<file path="src/rtl/duty_btn_pkg.sv">
// Shared types and defaults for the duty-cycle button conditioner.
// Holds the repeat-FSM state encoding and the default timing constants.
package duty_btn_pkg;

  typedef enum logic [1:0] {
    ST_IDLE   = 2'd0,
    ST_HELD   = 2'd1,
    ST_REPEAT = 2'd2
  } rpt_state_e;

  localparam int unsigned DEF_DEBOUNCE_CYCLES = 4;
  localparam int unsigned DEF_REPEAT_DELAY    = 64;
  localparam int unsigned DEF_REPEAT_PERIOD   = 32;
  localparam bit          DEF_REPEAT_EN       = 1'b1;

  function automatic int unsigned max_u(input int unsigned a, input int unsigned b);
    return (a > b) ? a : b;
  endfunction

endpackage

</file>
<file path="src/rtl/duty_button_conditioner_channel.sv">
// One button channel: 2-flop synchronizer, debounce counter, stable level
// and the press/auto-repeat FSM producing an unmasked step pulse.
module button_channel
  import duty_btn_pkg::*;
#(
  parameter int unsigned DEBOUNCE_CYCLES = DEF_DEBOUNCE_CYCLES,
  parameter int unsigned REPEAT_DELAY    = DEF_REPEAT_DELAY,
  parameter int unsigned REPEAT_PERIOD   = DEF_REPEAT_PERIOD,
  parameter bit          REPEAT_EN       = DEF_REPEAT_EN
) (
  input  logic clk,
  input  logic rst_n,
  input  logic i_enable,
  input  logic i_button,
  output logic o_pulse,
  output logic o_level
);

  localparam int unsigned DB_W  = $clog2(DEBOUNCE_CYCLES + 1);
  localparam int unsigned RPT_W = $clog2(max_u(REPEAT_DELAY, REPEAT_PERIOD) + 1);
  localparam logic [DB_W-1:0]  DB_LAST     = DB_W'(DEBOUNCE_CYCLES - 1);
  localparam logic [RPT_W-1:0] DELAY_LAST  = RPT_W'(REPEAT_DELAY - 1);
  localparam logic [RPT_W-1:0] PERIOD_LAST = RPT_W'(REPEAT_PERIOD - 1);

  logic [1:0]       r_sync;
  logic [DB_W-1:0]  r_db_cnt;
  logic             r_level;
  rpt_state_e       r_state;
  logic [RPT_W-1:0] r_rpt_cnt;
  logic             r_pulse;

  logic w_differs;
  logic w_toggle;
  logic w_rise;
  logic w_fall;

  // The synchronizer keeps sampling while disabled so a held button is
  // already resolved when the channel is re-enabled.
  // NOTE: every clocked block uses <= so all flops update from pre-edge values.
  always_ff @(posedge clk or negedge rst_n) begin
    if (!rst_n) r_sync <= 2'b00;
    else        r_sync <= {r_sync[0], i_button};
  end

  assign w_differs = (r_sync[1] != r_level);
  assign w_toggle  = w_differs && (r_db_cnt == DB_LAST);
  assign w_rise    = w_toggle && !r_level;
  assign w_fall    = w_toggle &&  r_level;

  always_ff @(posedge clk or negedge rst_n) begin
    if (!rst_n) begin
      r_db_cnt <= '0;
      r_level  <= 1'b0;
    end else if (!i_enable) begin
      r_db_cnt <= '0;
      r_level  <= 1'b0;
    end else if (!w_differs) begin
      r_db_cnt <= '0;
    end else if (w_toggle) begin
      r_db_cnt <= '0;
      r_level  <= ~r_level;
    end else begin
      r_db_cnt <= r_db_cnt + 1'b1;
    end
  end

  // The FSM acts on the debounce toggle itself, so the first pulse lands on
  // the same edge the stable level rises.
  always_ff @(posedge clk or negedge rst_n) begin
    if (!rst_n) begin
      r_state   <= ST_IDLE;
      r_rpt_cnt <= '0;
      r_pulse   <= 1'b0;
    end else begin
      // NOTE: defaulting the pulse low here makes every pulse exactly one cycle.
      r_pulse <= 1'b0;
      if (!i_enable || w_fall) begin
        r_state   <= ST_IDLE;
        r_rpt_cnt <= '0;
      end else begin
        case (r_state)
          ST_IDLE: begin
            if (w_rise) begin
              r_pulse   <= 1'b1;
              r_rpt_cnt <= '0;
              r_state   <= ST_HELD;
            end
          end
          ST_HELD: begin
            if (r_rpt_cnt == DELAY_LAST) begin
              if (REPEAT_EN) begin
                r_pulse   <= 1'b1;
                r_rpt_cnt <= '0;
                r_state   <= ST_REPEAT;
              end
            end else begin
              r_rpt_cnt <= r_rpt_cnt + 1'b1;
            end
          end
          ST_REPEAT: begin
            if (r_rpt_cnt == PERIOD_LAST) begin
              r_pulse   <= 1'b1;
              r_rpt_cnt <= '0;
            end else begin
              r_rpt_cnt <= r_rpt_cnt + 1'b1;
            end
          end
          default: begin
            r_state   <= ST_IDLE;
            r_rpt_cnt <= '0;
          end
        endcase
      end
    end
  end

  assign o_pulse = r_pulse;
  assign o_level = r_level;

endmodule

</file>
<file path="src/rtl/duty_button_conditioner.sv">
// Conditions the increase/decrease duty buttons into clean step pulses,
// with mutual exclusion between channels and a registered block enable.
module duty_button_conditioner
  import duty_btn_pkg::*;
#(
  parameter int unsigned DEBOUNCE_CYCLES = DEF_DEBOUNCE_CYCLES,
  parameter int unsigned REPEAT_DELAY    = DEF_REPEAT_DELAY,
  parameter int unsigned REPEAT_PERIOD   = DEF_REPEAT_PERIOD,
  parameter bit          REPEAT_EN       = DEF_REPEAT_EN
) (
  input  logic clk,
  input  logic rst_n,
  input  logic ena,
  input  logic ui_increase_duty,
  input  logic ui_decrease_duty,
  output logic uo_increase_pulse,
  output logic uo_decrease_pulse,
  output logic uo_increase_level,
  output logic uo_decrease_level
);

  logic r_ena;
  logic w_inc_pulse;
  logic w_dec_pulse;
  logic w_inc_level;
  logic w_dec_level;

  // Registered enable: outputs drop one edge after ena falls, and the
  // channels are cleared from that point until ena returns.
  always_ff @(posedge clk or negedge rst_n) begin
    if (!rst_n) r_ena <= 1'b0;
    else        r_ena <= ena;
  end

  button_channel #(
    .DEBOUNCE_CYCLES (DEBOUNCE_CYCLES),
    .REPEAT_DELAY    (REPEAT_DELAY),
    .REPEAT_PERIOD   (REPEAT_PERIOD),
    .REPEAT_EN       (REPEAT_EN)
  ) u_inc (
    .clk      (clk),
    .rst_n    (rst_n),
    .i_enable (r_ena),
    .i_button (ui_increase_duty),
    .o_pulse  (w_inc_pulse),
    .o_level  (w_inc_level)
  );

  button_channel #(
    .DEBOUNCE_CYCLES (DEBOUNCE_CYCLES),
    .REPEAT_DELAY    (REPEAT_DELAY),
    .REPEAT_PERIOD   (REPEAT_PERIOD),
    .REPEAT_EN       (REPEAT_EN)
  ) u_dec (
    .clk      (clk),
    .rst_n    (rst_n),
    .i_enable (r_ena),
    .i_button (ui_decrease_duty),
    .o_pulse  (w_dec_pulse),
    .o_level  (w_dec_level)
  );

  // Outputs are ANDs of flops only; a pulse is suppressed whenever the other
  // button is held, while its repeat schedule keeps running underneath.
  assign uo_increase_level = w_inc_level & r_ena;
  assign uo_decrease_level = w_dec_level & r_ena;
  assign uo_increase_pulse = w_inc_pulse & r_ena & ~w_dec_level;
  assign uo_decrease_pulse = w_dec_pulse & r_ena & ~w_inc_level;

endmodule

</file>
<file path="config.mk">
export PLATFORM = sky130hd
export DESIGN_NAME = duty_button_conditioner
export DESIGN_NICKNAME = d
export VERILOG_FILES = /design/src/rtl/duty_btn_pkg.sv /design/src/rtl/duty_button_conditioner_channel.sv /design/src/rtl/duty_button_conditioner.sv
export SDC_FILE = /design/constraint.sdc
export NUM_CORES = 1
export LEC_CHECK = 0
export ABC_AREA = 1
export CAP_MARGIN = 25
export CORE_MARGIN = 5
export CORE_UTILIZATION = 35
export CTS_CLUSTER_SIZE = 10
export DETAILED_ROUTE_END_ITERATION = 7
export SETUP_SLACK_MARGIN = 0.05
export SYNTH_ARGS = -nofsm -noshare
export SYNTH_HDL_FRONTEND = slang
export SYNTH_SLANG_ARGS = --single-unit
</file>
<file path="constraint.sdc">
create_clock -name clk -period 1.2 [get_ports clk]
set_input_delay 0.24 -clock clk [delete_from_list [all_inputs] [get_ports clk]]
set_output_delay 0.24 -clock clk [all_outputs]
set_load 0.1 [all_outputs]
</file>
# Yosys cells after proc, flatten, opt, wreduce, memory -nomap -nowiden
# Index checks and enable logic that the tools add are counted.
# totals
n_memories	0
rom_bits	0
ff_bits	33
mem_bits_rw	0
latchBits	0
# classes
n_bitwise	8
reduce_logical	17
n_eq_ne	22
n_mul	0
shift	0
mux	40
n_div	0
addsub	4
order_cmp	0
# op_table
cell	n
2-to-1 mux 7 bit	8
case mux 7 bit (3 select lines)	2
2-to-1 mux 3 bit	6
adder 7 x 1 -> 7 bit, second input constant	2
== test 7 x 5 -> 1 bit, second input constant	2
== test 7 x 6 -> 1 bit, second input constant	2
2-to-1 mux 1 bit	14
2-to-1 mux 2 bit	6
!= test 2 x 1 -> 1 bit, second input constant	6
!= test 3 x 1 -> 1 bit, second input constant	4
case mux 2 bit (3 select lines)	2
adder 3 x 1 -> 3 bit, second input constant	2
AND 1 bit	6
== test 3 x 2 -> 1 bit, second input constant	2
logical AND 1 bit	6
case mux 1 bit (3 select lines)	2
AND reduction 3 bit	2
== test 2 x 1 -> 1 bit, second input constant	2
== test 2 bit, second input constant	2
logical NOT 2 bit	2
AND reduction 2 bit	2
logical NOT 1 bit	3
logical OR 1 bit	2
!= test 1 bit	2
NOT 1 bit	2

# Depth between registers and ports, before layout
# depth
depth_word	6
depth_mapped	10

# Hierarchy
# Synthesis repeated with hierarchy kept, for this count alone.
# unflattened
cells_unflattened	253
hier_area_um2	2011.9
# modules_own_cells
module	seq_area_each_um2	cells_per_inst	area_per_inst_um2	instances
button_channel	400.4	122	978.4	2
duty_button_conditioner	25.0	9	55.1	1

# Worst setup path after synthesis
# OpenSTA, ideal clock, no wires.
# synth_timing
path_kind	reg2out
startpoint	reg r_ena
endpoint	out uo_decrease_pulse
setup_slack_ps	-955
arrival_time_ps	1915
stages_incl_launch_ff	4
required_time_ps	960
path_cell_list	dfrtp_1 -> buf_6 -> nand2_1 -> nor2_1
# synth_between
elab_chain_len	2
# synth_lines
item	line	text
start, declared	duty_button_conditioner.sv:22	logic r_ena;
start signal, assigned	duty_button_conditioner.sv:32	else r_ena <= ena;
AND 1 bit (2 in a row)	duty_button_conditioner.sv:68	assign uo_decrease_pulse = w_dec_pulse & r_ena & ~w_inc_level;
end, declared	duty_button_conditioner.sv:17	output logic uo_decrease_pulse,
# No other way between the ends.

# Final worst setup path
# layout_timing
startpoint	reg r_ena
endpoint	out uo_decrease_level
# layout_between
elab_chain_len	1
# layout_lines
item	line	text
AND 1 bit	duty_button_conditioner.sv:66	assign uo_decrease_level = w_dec_level & r_ena;
end, declared	duty_button_conditioner.sv:19	output logic uo_decrease_level
# No other way between the ends.

==> reports/results.txt <==
Violated checks: negative setup slack
Worst-path cell chain: buf_12 -> nand2_4 -> clkinvlp_4 -> buf_12
Vias: 1853
Slowest-stage cell, CP: dfrtp_2
Design Area, Final: 3080 sq um
Crit path DAT: 1.15 ns
Initial antenna violation count: 0
Avg WL per Cell: 11.6 um
Pin count of the biggest net entering global routing: 34
Vias in the first global route: 1766
First-pass GRT wire length: 7800 um
Vias per cell: 4.72
Die ar.: 7370 sq um
Status: complete, but fails checks
CP max stage delay: 0.41 ns
Final setup viols: 27
ANT nets after route: 0
Max Cap Violations: 0
Proportion of layout cells with a drive suffix above 1: 0.505
Synth area leaders: dfrtp_1 (41%), nand2_1 (13%), ha_1 (8.7%)
Total overflow reported by the global router: 0
# clock sinks: 33
Initial cell density of the core: 0.364
Final slew viol count: 0
Mapped Area: 2010 sq um
DRC Markers: 0
Period utilisation layout: 1.16
Hold_buf cts: 0
Num ports: 9
P per Cell Area: 1430 nW/um^2
Clk root buf: clkbuf_8
Drt total wl: 4570 um
Avg Cell Area, Syn: 8.12 sq um
CP Class: reg2out
Leakage: 0.00152 uW
Finished Layout Cells: 393
Req. time, crit path: 0.96 ns
Clk_skew: 0.00816 ns
Met1 Usage GRT: 0.165
M3 GR Usage: 0.0307
DIE WIDTH: 85.9 um
Register-to-Register Path Depth: 9
Syn_nets: 267
Top cell family by delay on the critical path: flip-flops
Chip height: 85.9 um
Starting DRT DRC Count: 79
Cells after synthesis: 248
Seq/Total Area, Yosys: 0.410
Netlist cell types: 28
CTS max path bufs: 2
Met2 GRT Util: 0.219
Buf/Inv on CP: 3
DP Worst Slack: -0.203 ns
CP endpoint kind: output pin
Placer congestion estimate: 0.896
Htree depth: 2
Peak VDD IR: 768 uV
RSZ-0062 raised after global routing: yes
DR pass1 iterations: 4
NumNets Final: 339
Multi-input logic area: 1320 sq um
Seq. cell area: 828 sq um
CTS tree: built
Fin worst setup slack: -0.194 ns
CTS clk-pin slew, worst paths: 0.07 ns
Post-synthesis register bit count: 33
Layout area overhead: 53.0%
Rows: 27
Core area: 5540 sq um
I/O Buffers: 8
Tmin final: 1.39 ns
Synth warnings: 0
Yosys top cell by area: dfrtp_1
Worst skew pair latency: 0.29 ns
Worst Setup Start Kind: register
CTS buffer count: 5
DP Area: 2590 sq um
Maximum clock rate: 718 MHz
Most frequent CP cell: buf_12
Hold Vio Cnt, Final: 0
Placed Cells: 364
# diodes: 0
Fillcell total: 490
Levels on crit path: 4
Worst slew margin: 0.854
Type of the most critical hold path: in2async
Most Crowded Layer GR: met2
Worst-path fanout max: 6
Setup_tns: -3.60 ns
Area share of the largest cell type after synthesis: 0.410
Tightest Pin Transition: 0.218 ns
Final HPWL DP: 3010 um
GRT Overall Usage: 0.133
Worst hold slack: 0.308 ns
timing repair:
action	in CTS	in global routing
buffers inserted	14	6
gates resized for setup	47	19
pin swaps	18	18
setup endpoints to repair	30	31
cloned	1	0
cells in the mapped netlist (all sizes together):
cell,number
o211ai,2
xnor2,1
ha,14
nand2,79
nor3b,1
o21ai,10
o22ai,1
inv,39
dfrtp,33
nor3,2
nor2,27
nand3,20
a21oi,11
buf,2
nand4,6
cells by family (layout without fill, tap and decap cells):
family,after synthesis,in the layout,share of synthesized area
and+or+nand+nor,135,136,0.342
buffers and inverters,41,113,0.0870
DFF,33,33,0.410
AOI/OAI and AO/OA,24,24,0.0702
adders and majority gates,14,14,0.0870
xor gates and xnor gates,1,1,0.00435
cells in the final DEF, fill, tap and decap left out, types with 4 or more instances in the layout:
cell type,n
o21ai_1,4
clkdlybuf4s50_1,4
clkbuf_8,5
nand4_1,6
nand3_4,5
inv_2,8
nand3_2,7
nor2_4,8
nand2_1,48
buf_12,6
ha_1,7
nor2_1,14
nand3_1,9
buf_4,51
a21oi_2,8
o21ai_2,4
inv_1,25
ha_2,4
dfrtp_1,31
nand2_2,17
buf_6,5
nand2_4,14
registers in the layout, indices dropped and copies added (netlist names):
| register | flops |
|---|---|
| u_dec.r_rpt_cnt | 7 |
| u_inc.r_rpt_cnt | 7 |
| u_dec.r_db_cnt | 3 |
| u_inc.r_db_cnt | 3 |
| u_dec.r_state | 2 |
| u_dec.r_sync | 2 |
| u_inc.r_state | 2 |
| u_inc.r_sync | 2 |
| r_ena | 1 |
| u_dec.o_level | 1 |
| u_dec.o_pulse | 1 |
| u_inc.o_level | 1 |
| u_inc.o_pulse | 1 |
layer usage:
layer	vias up	wire length, um
li1	923	-
met1	887	2070
met2	32	2240
met3	11	176
met4	0	82
met5	-	0
area by class of cell:
| type | count | area share |
|---|---|---|
| Tap cell | 72 | 0.0292 |
| Multi-Input combinational cell | 175 | 0.427 |
| Timing Repair Buffer | 66 | 0.194 |
| Clock buffer | 6 | 0.0235 |
| Sequential cell | 33 | 0.269 |
| Clock inverter | 2 | 0.00325 |
| Inverter | 39 | 0.0540 |
power by group:
group / leakage, uW / switching, uW / internal [uW]
clock: 0.0000450 / 409 / 401
combinational: 0.00103 / 1310 / 1010
sequential: 0.000438 / 62.7 / 1220
total: 0.00152 / 1780 / 2630
final timing paths:
| kind | start | to | slack, ns |
|---|---|---|---|
| hold reg to reg | u_inc.r_sync[0] | u_inc.r_sync[1] | 0.35 |
| setup reg to reg | u_inc.r_db_cnt[0] | u_inc.r_rpt_cnt[5] | -0.19 |
| setup / recovery | r_ena | uo_decrease_level | -0.19 |
| min in group clk | u_inc.r_sync[0] | u_inc.r_sync[1] | 0.35 |
| max in group asynchronous | rst_n | r_ena | 0.70 |
| hold / removal | rst_n | u_dec.r_rpt_cnt[6] | 0.31 |
per-stage QoR:
stage / total power, uW / util
after floorplan: 2470 / -
after global placement: 3000 / 0.468
after detailed placement: 3020 / 0.468
after CTS: 4220 / 0.537
after global routing: 4690 / 0.556
final: 4410 / 0.556
(Power assumes the default switching activity.)
